**src/rtl/timer_counter_pkg.sv**
```systemverilog
// rtl/timer_counter_pkg.sv - shared constants and types for the memory-mapped timer
package timer_counter_pkg;

  // Register selects decoded from addr[3:2]
  localparam logic [1:0] REG_CTRL   = 2'd0;
  localparam logic [1:0] REG_PRESET = 2'd1;
  localparam logic [1:0] REG_COUNT  = 2'd2;
  localparam logic [1:0] REG_RSVD   = 2'd3;

  // Mode encodings; 2 and 3 fall back to one-shot behaviour
  localparam logic [1:0] MODE_ONESHOT = 2'd0;
  localparam logic [1:0] MODE_RELOAD  = 2'd1;

  // CTRL bit positions
  localparam int CTRL_EN      = 0;
  localparam int CTRL_MODE_LO = 1;
  localparam int CTRL_MODE_HI = 2;
  localparam int CTRL_IM      = 3;

  typedef enum logic [1:0] {
    ST_IDLE = 2'd0,
    ST_LOAD = 2'd1,
    ST_CNT  = 2'd2,
    ST_INT  = 2'd3
  } state_t;

endpackage

```
**src/rtl/timer_counter.sv**
```systemverilog
// rtl/timer_counter.sv - programmable down-counting timer with one-shot/auto-reload and irq
import timer_counter_pkg::*;

module timer_counter (
  input  logic        clk,
  input  logic        reset,
  input  logic [31:0] addr,
  input  logic        we,
  input  logic [31:0] din,
  output logic [31:0] dout,
  output logic        irq
);

  logic [3:0]  ctrl;
  logic [31:0] preset;
  logic [31:0] count;
  logic        irq_pend;
  state_t      state;
  state_t      state_nxt;
  logic [31:0] count_nxt;
  logic        irq_set;
  logic        en_clr;
  logic        pend_pulse_clr;

  logic        wr_ctrl;
  logic        wr_preset;
  logic        enable;
  logic        reload_mode;
  logic        unused_addr_bits;

  assign wr_ctrl     = we && (addr[3:2] == REG_CTRL);
  assign wr_preset   = we && (addr[3:2] == REG_PRESET);
  assign enable      = ctrl[CTRL_EN];
  assign reload_mode = (ctrl[CTRL_MODE_HI:CTRL_MODE_LO] == MODE_RELOAD);

  // Only addr[3:2] selects a register; the remaining bits are don't-care
  assign unused_addr_bits = ^{addr[31:4], addr[1:0]};

  // Next-state and counter datapath for the four-state controller
  always_comb begin
    state_nxt      = state;
    count_nxt      = count;
    irq_set        = 1'b0;
    en_clr         = 1'b0;
    pend_pulse_clr = 1'b0;
    case (state)
      ST_IDLE: begin
        if (enable) state_nxt = ST_LOAD;
      end
      ST_LOAD: begin
        count_nxt = preset;
        state_nxt = ST_CNT;
      end
      ST_CNT: begin
        if (!enable) begin
          state_nxt = ST_IDLE;
        end else if (count > 32'd1) begin
          count_nxt = count - 32'd1;
        end else begin
          count_nxt = 32'd0;
          state_nxt = ST_INT;
          irq_set   = 1'b1;
        end
      end
      ST_INT: begin
        state_nxt = ST_IDLE;
        // One-shot stops itself; auto-reload keeps enable so IDLE reloads,
        // and its pending flag is only a single-cycle pulse.
        if (reload_mode) pend_pulse_clr = 1'b1;
        else             en_clr         = 1'b1;
      end
      default: state_nxt = ST_IDLE;
    endcase
    // A new preset restarts the sequence from IDLE; the value is picked up by the next LOAD
    if (wr_preset) state_nxt = ST_IDLE;
  end

  // State register
  always_ff @(posedge clk or posedge reset) begin
    if (reset) state <= ST_IDLE;
    else       state <= state_nxt;
  end

  // Counter register
  always_ff @(posedge clk or posedge reset) begin
    if (reset) count <= 32'd0;
    else       count <= count_nxt;
  end

  // CTRL register; a CPU write takes priority over the one-shot self-clear
  always_ff @(posedge clk or posedge reset) begin
    if (reset)        ctrl          <= 4'd0;
    else if (wr_ctrl) ctrl          <= din[3:0];
    else if (en_clr)  ctrl[CTRL_EN] <= 1'b0;
  end

  // PRESET register
  always_ff @(posedge clk or posedge reset) begin
    if (reset)          preset <= 32'd0;
    else if (wr_preset) preset <= din;
  end

  // Pending interrupt: software acknowledge by CTRL/PRESET write beats a new set
  always_ff @(posedge clk or posedge reset) begin
    if (reset)                       irq_pend <= 1'b0;
    else if (wr_ctrl || wr_preset)   irq_pend <= 1'b0;
    else if (irq_set)                irq_pend <= 1'b1;
    else if (pend_pulse_clr)         irq_pend <= 1'b0;
  end

  // Combinational read mux
  always_comb begin
    dout = 32'd0;
    case (addr[3:2])
      REG_CTRL:   dout = {28'd0, ctrl};
      REG_PRESET: dout = preset;
      REG_COUNT:  dout = count;
      default:    dout = 32'd0;
    endcase
  end

  assign irq = irq_pend & ctrl[CTRL_IM];

endmodule

```
**config.mk**
```make
export PLATFORM = sky130hd
export DESIGN_NAME = timer_counter
export DESIGN_NICKNAME = d
export VERILOG_FILES = /design/src/rtl/timer_counter_pkg.sv /design/src/rtl/timer_counter.sv
export SDC_FILE = /design/constraint.sdc
export NUM_CORES = 1
export LEC_CHECK = 0
export CAP_MARGIN = 30
export CORE_ASPECT_RATIO = 0.6
export CORE_MARGIN = 2
export CORE_UTILIZATION = 49
export DETAILED_ROUTE_END_ITERATION = 10
export HOLD_SLACK_MARGIN = 0.1
export PLACE_DENSITY = 0.79
export RECOVER_POWER = 25
export SETUP_SLACK_MARGIN = 0.05
export SLEW_MARGIN = 20
export SYNTH_ARGS = -nofsm -noshare
export SYNTH_HDL_FRONTEND = slang
export SYNTH_SLANG_ARGS = --single-unit
```
**constraint.sdc**
```tcl
create_clock -name clk -period 3.1 [get_ports clk]
set_clock_uncertainty 0.05 [all_clocks]
set_input_delay 0.775 -clock clk [delete_from_list [all_inputs] [get_ports clk]]
set_output_delay 0.775 -clock clk [all_outputs]
set_load 0.03 [all_outputs]
```
# [Word level (Yosys, flattened, before mapping)]
# Index checks and enable logic that the tools add are counted.
[word_totals] in_bits=67 elab_cells=49 reg_bits=71 out_inout_bits=33
[classes] bitwise_logic=1 reduce_logical=10 n_lt_le_gt_ge=1 eq_ne=9 mux=21 add_sub_neg=1
[ops] operator="case mux 32 bit (3 select lines)" n=1
[ops] operator="two-way mux 32 bit" n=2
[ops] operator="case mux 32 bit (2 select lines)" n=1
[ops] operator="greater-than comparator 32 x 1 -> 1 bit (second input constant)" n=1
[ops] operator="subtractor 32 x 1 -> 32 bit (second input constant)" n=1
[ops] operator="two-way mux 1 bit" n=12
[ops] operator="two-way mux 2 bit" n=4
[ops] operator="case mux 2 bit (4 select lines)" n=1
[ops] operator="equality test 2 x 1 -> 1 bit (second input constant)" n=3
[ops] operator="equality test 2 bit (second input constant)" n=3
[ops] operator="zero test 2 bit" n=2
[ops] operator="inequality test 4 bit (second input constant)" n=1
[ops] operator="AND reduction 2 bit" n=2
[ops] operator="nonzero test 2 bit" n=2
[ops] operator="inequality test 3 bit (second input constant)" n=1
[ops] operator="nonzero test 3 bit" n=1
[ops] operator="logical AND 1 bit" n=2
[ops] operator="inequality test 2 bit (second input constant)" n=1
[ops] operator="bitwise AND 1 bit" n=1
[ops] operator="logical OR 1 bit" n=1

# [Depth between registers and ports, before layout]
# Gate-level depths: netlist of run 1.
[logic_depth] depth_word=6 depth_mapped=8 depth_no_buf=7

# [Worst setup path before layout of run 1]
# Ideal clock, no wire load.
[synth_timing] path_kind="input -> output" start="in addr[3]" end="out dout[10]" arrival_time_ps=2149 required_time_ps=2275 cell_stages=5 slack_ps=126 n_path_buf=2 path_cell_list="clkbuf_1 inv_1 nor2_1 clkbuf_1 a22o_1"
[synth_via] elab_chain_cells=2 word_cells_on_any_way=4 cone_classes="2 x eq/ne; 1 x mux; 1 x reduce/logical"
[synth_rtl] element="from (decl)" line_no="timer_counter.sv:7" text="input logic [31:0] addr,"
[synth_rtl] element="equality test 2 bit, or another cell as far along" line_no="timer_counter.sv:114" text="case (addr[3:2])"
[synth_rtl] element="case mux 32 bit (3 select lines) (*)" line_no="timer_counter.sv:114"
[synth_rtl] element="to (decl)" line_no="timer_counter.sv:10" text="output logic [31:0] dout,"
# Mark *: on every way between the ends. The rest lies on a longest branch, timed or not.

# [Final worst setup path of run 1]
[layout_timing] start="in addr[2]" end="out dout[7]"
# Same word-level chain as after synthesis.

==> flow_metrics.py, run 1 <==
metrics = {
    "outcome": {
        "status": "finished, final reports clean",
    },
    "sta": {
        "setup_viol": 0,
        "fin_crit_ns": 2.857,
        "fmax_ghz": 0.3500,
        "rsz0062_at_grt": "no",
        "max_slew_margin": 0.3209,
        "hold_slack_ns": 0.4696,
        "setup_tns_ns": 0,
        "worstMarginPinSlew_ns": 1.018,
        "finalCritPeriodShare": 0.9217,
        "slew_viol_final": 0,
        "hold_viol": 0,
    },
    "synthesis": {
        "syn_area_per_cell_um2": 10.20,
        "ys_seq_area_frac": 0.4525,
        "yosysWarnings": 0,
        "synthArstFlopShare": 1.000,
        "yosys.area.top_type_share": 0.4525,
        "synth-edff-count": 0,
        "synth_area_leaders": "dfrtp_1 (45%), mux2_2 (10%), a22o_1 (6.7%)",
        "synth_seq_cells": 71,
        "syn-num-nets": 454,
        "postSynthCellCount": 385,
        "ys.flop_type": "dfrtp_1",
        "synth_area_mm2": 0.003926,
        "synth_top_area_cell": "dfrtp_1",
        "synth_cell_type_count": 47,
    },
    "power": {
        "p_int_w": 0.002709,
        "power_frac_clock": 0.240,
        "p_comb_frac": 0.395,
        "seqPwrFrac": 0.365,
        "p_sw_frac": 0.4022,
        "powerDensity_mw_per_mm2": 892.0,
        "ir_drop_uv": 461.3,
        "p_leak_nw": 2.127,
        "p_switching_w": 0.001823,
    },
    "detailed_routing": {
        "drt-initial-drc-count": 372,
        "vias": 3621,
        "drc": 0,
        "dr.pass1.iters": 6,
        "postRouteAntennaNets": 0,
        "routed_via_density": 6.297,
        "wl_per_cell_um": 18.95,
        "wl_um": 10890,
    },
    "placement": {
        "dp_hpwl_um": 7400,
        "port_buffers": 69,
        "gp_congestion": 0.8887,
    },
    "clock_tree": {
        "htree_levels": 3,
        "cts_setup_buffers": 0,
        "numCtsBuffers": 9,
        "cts-root-buf": "clkbuf_16",
        "cts_sinks": 71,
        "cts_tree": "yes",
        "clkTransAtPathRegs_ns": 0.06,
        "insertion_delay_ns": 0.34,
        "max-clock-path-buffers": 2,
        "hold_buffers": 0,
    },
    "global_route": {
        "antenna_found_initial": 0,
        "overflow": 0,
        "grt_pass1_vias": 3446,
        "track_usage": 0.2635,
        "grt_first_pass_wirelength_um": 17770,
        "grt_max_degree": 36,
    },
    "floorplan": {
        "coreArea_mm2": 0.007820,
        "die_w_um": 119.6,
        "rows": 25,
        "die_h_um": 73.34,
        "start_util": 0.5021,
        "die_area_mm2": 0.008768,
        "ios": 100,
    },
    "critical_path": {
        "rr_endpoint": "count[24]$_DFFE_PP0P_",
        "worst_ep_arrival_time_ns": 2.03,
        "worstPathRequired_ns": 2.27,
        "cp-end-kind": "output pin",
        "cp-start-kind": "primary input",
        "worstRegToRegCells": 6,
        "regToRegSetupSlack_ns": 0.35,
        "path_max_fanout": 28,
        "rr_startpoint": "count[25]$_DFFE_PP0P_",
        "worstSetupPathType": "primary input to output pin",
    },
    "worst_hold_path": {
        "worst_hold_path_type": "flip-flop to flip-flop",
        "min_to": "count[8]$_DFFE_PP0P_",
        "hold_depth": 2,
        "worstHoldStart": "preset[8]$_DFFE_PP0P_",
    },
    "cells_and_area": {
        "utilization": 0.6498,
        "diodes": 0,
        "drive_gt1_frac": 0.2505,
        "nets": 531,
        "synthToLayoutAreaGrowth_pct": 29.41,
    },
    "run": {
        "maxCapViolCount": 0,
    },
}
==> synth_stat cells (6+ instances only) <==
cell / n
nand4_1: 7
mux2_2: 35
o311ai_0: 6
inv_1: 12
nor3_1: 14
a32oi_1: 6
nand2_1: 26
clkbuf_1: 18
a22oi_1: 10
nor2_1: 18
a22o_1: 30
nor4_1: 11
a21oi_1: 11
a221o_1: 8
nand3_1: 15
buf_1: 6
o21ai_0: 22
dfrtp_1: 71
==> through the flow <==
step | power, W | setup slack (ns) | std cells | cell area, um2
2_1_floorplan | 0.002798 | 0.1261 | 385 | 3926
5_1_grt | 0.004796 | 0.1529 | 575 | 5081
6_report | 0.004532 | 0.2428 | 575 | 5081
3_5_place_dp | 0.003407 | 0.1344 | 559 | 4781
3_3_place_gp | 0.003338 | 0.1128 | 559 | 4781
4_1_cts | 0.004518 | 0.1275 | 575 | 5094
==> worst max-delay path by stage <==
stage / from / to / slack (ns)
floorplan: addr[3] / dout[10] / 0.13
global placement: addr[3] / dout[27] / 0.11
detailed placement: addr[3] / dout[5] / 0.13
CTS: addr[3] / dout[7] / 0.13
global route: addr[2] / dout[2] / 0.15
finish: addr[2] / dout[7] / 0.24
==> power groups by stage <==
stage	combinational (W)	sequential [W]	clock, W
final	0.00179	0.00165	0.00109
after global routing	0.00195	0.00170	0.00115
after CTS	0.00177	0.00164	0.00110
after detailed placement	0.00176	0.00165	0
after global placement	0.00171	0.00162	0
after floorplan	0.00130	0.00150	0
==> metal layers <==
metal  track usage  part of all wire
met1        0.3754              0.46
met2        0.3943              0.45
met3       0.07298             0.081
met4       0.08235             0.011
met5             0                 0
==> layout make-up <==
cell class / instances / area (um2)
fill: 652 / 2739
multi-input combinational: 274 / 1988
clock buffer: 9 / 225.2
sequential: 71 / 1777
timing repair buffer: 94 / 823.3
tap: 108 / 135.1
clock inverter: 7 / 87.58
inverter: 12 / 45.04
==> sequential cells by signal, summed over array words and instances (netlist names) <==
| register | cells |
|---|---|
| count | 32 |
| ctrl | 4 |
| irq_pend | 1 |
| preset | 32 |
| state | 2 |
==> worst max-delay path, stage by stage <==
cell and delay (ns):
clkdlybuf4s50_1 0.41, buf_4 0.16, nor2_2 0.15, buf_12 0.20
a22o_1 0.16, buf_4 0.16
==> kinds of logic (layout without fill, tap and decap cells) <==
family / count (synthesis) / count (layout) / synth area share
AND/OR/NAND/NOR: 114 / 114 / 0.1501
AO/OA/AOI/OAI: 118 / 118 / 0.2345
multiplexers: 40 / 40 / 0.1131
buffers and inverters: 40 / 122 / 0.04334
flip-flops: 71 / 71 / 0.4525
adder cells (fa/ha/maj): 2 / 2 / 0.006372
==> cell usage in the layout (no fill, tap or decap), types with 11 or more instances in the layout <==
| cell type | n |
|---|---|
| a22o_1 | 30 |
| buf_4 | 54 |
| clkdlybuf4s50_1 | 35 |
| dfrtp_1 | 71 |
| inv_1 | 12 |
| mux2_2 | 35 |
| nand2_1 | 26 |
| nand3_1 | 15 |
| nor2_1 | 17 |
| nor3_1 | 14 |
| nor4_1 | 11 |
| o21ai_0 | 22 |
==> what timing repair did <==
action,in CTS,in global routing
setup endpoints to repair,0,3
hold endpoints to repair,0,0
gates resized for setup,0,1
No activity file was read; power rests on OpenSTA's default activity.
==> run 2, diff against run 1 <==
--- a/config.mk
+++ b/config.mk
@@ -18,3 +18,4 @@
 export SYNTH_ARGS = -nofsm -noshare
 export SYNTH_HDL_FRONTEND = slang
 export SYNTH_SLANG_ARGS = --single-unit
+export TNS_END_PERCENT = 30
==> results of run 2 <==
Same layout as run 1: the final DEF is identical, and so are final timing and power.
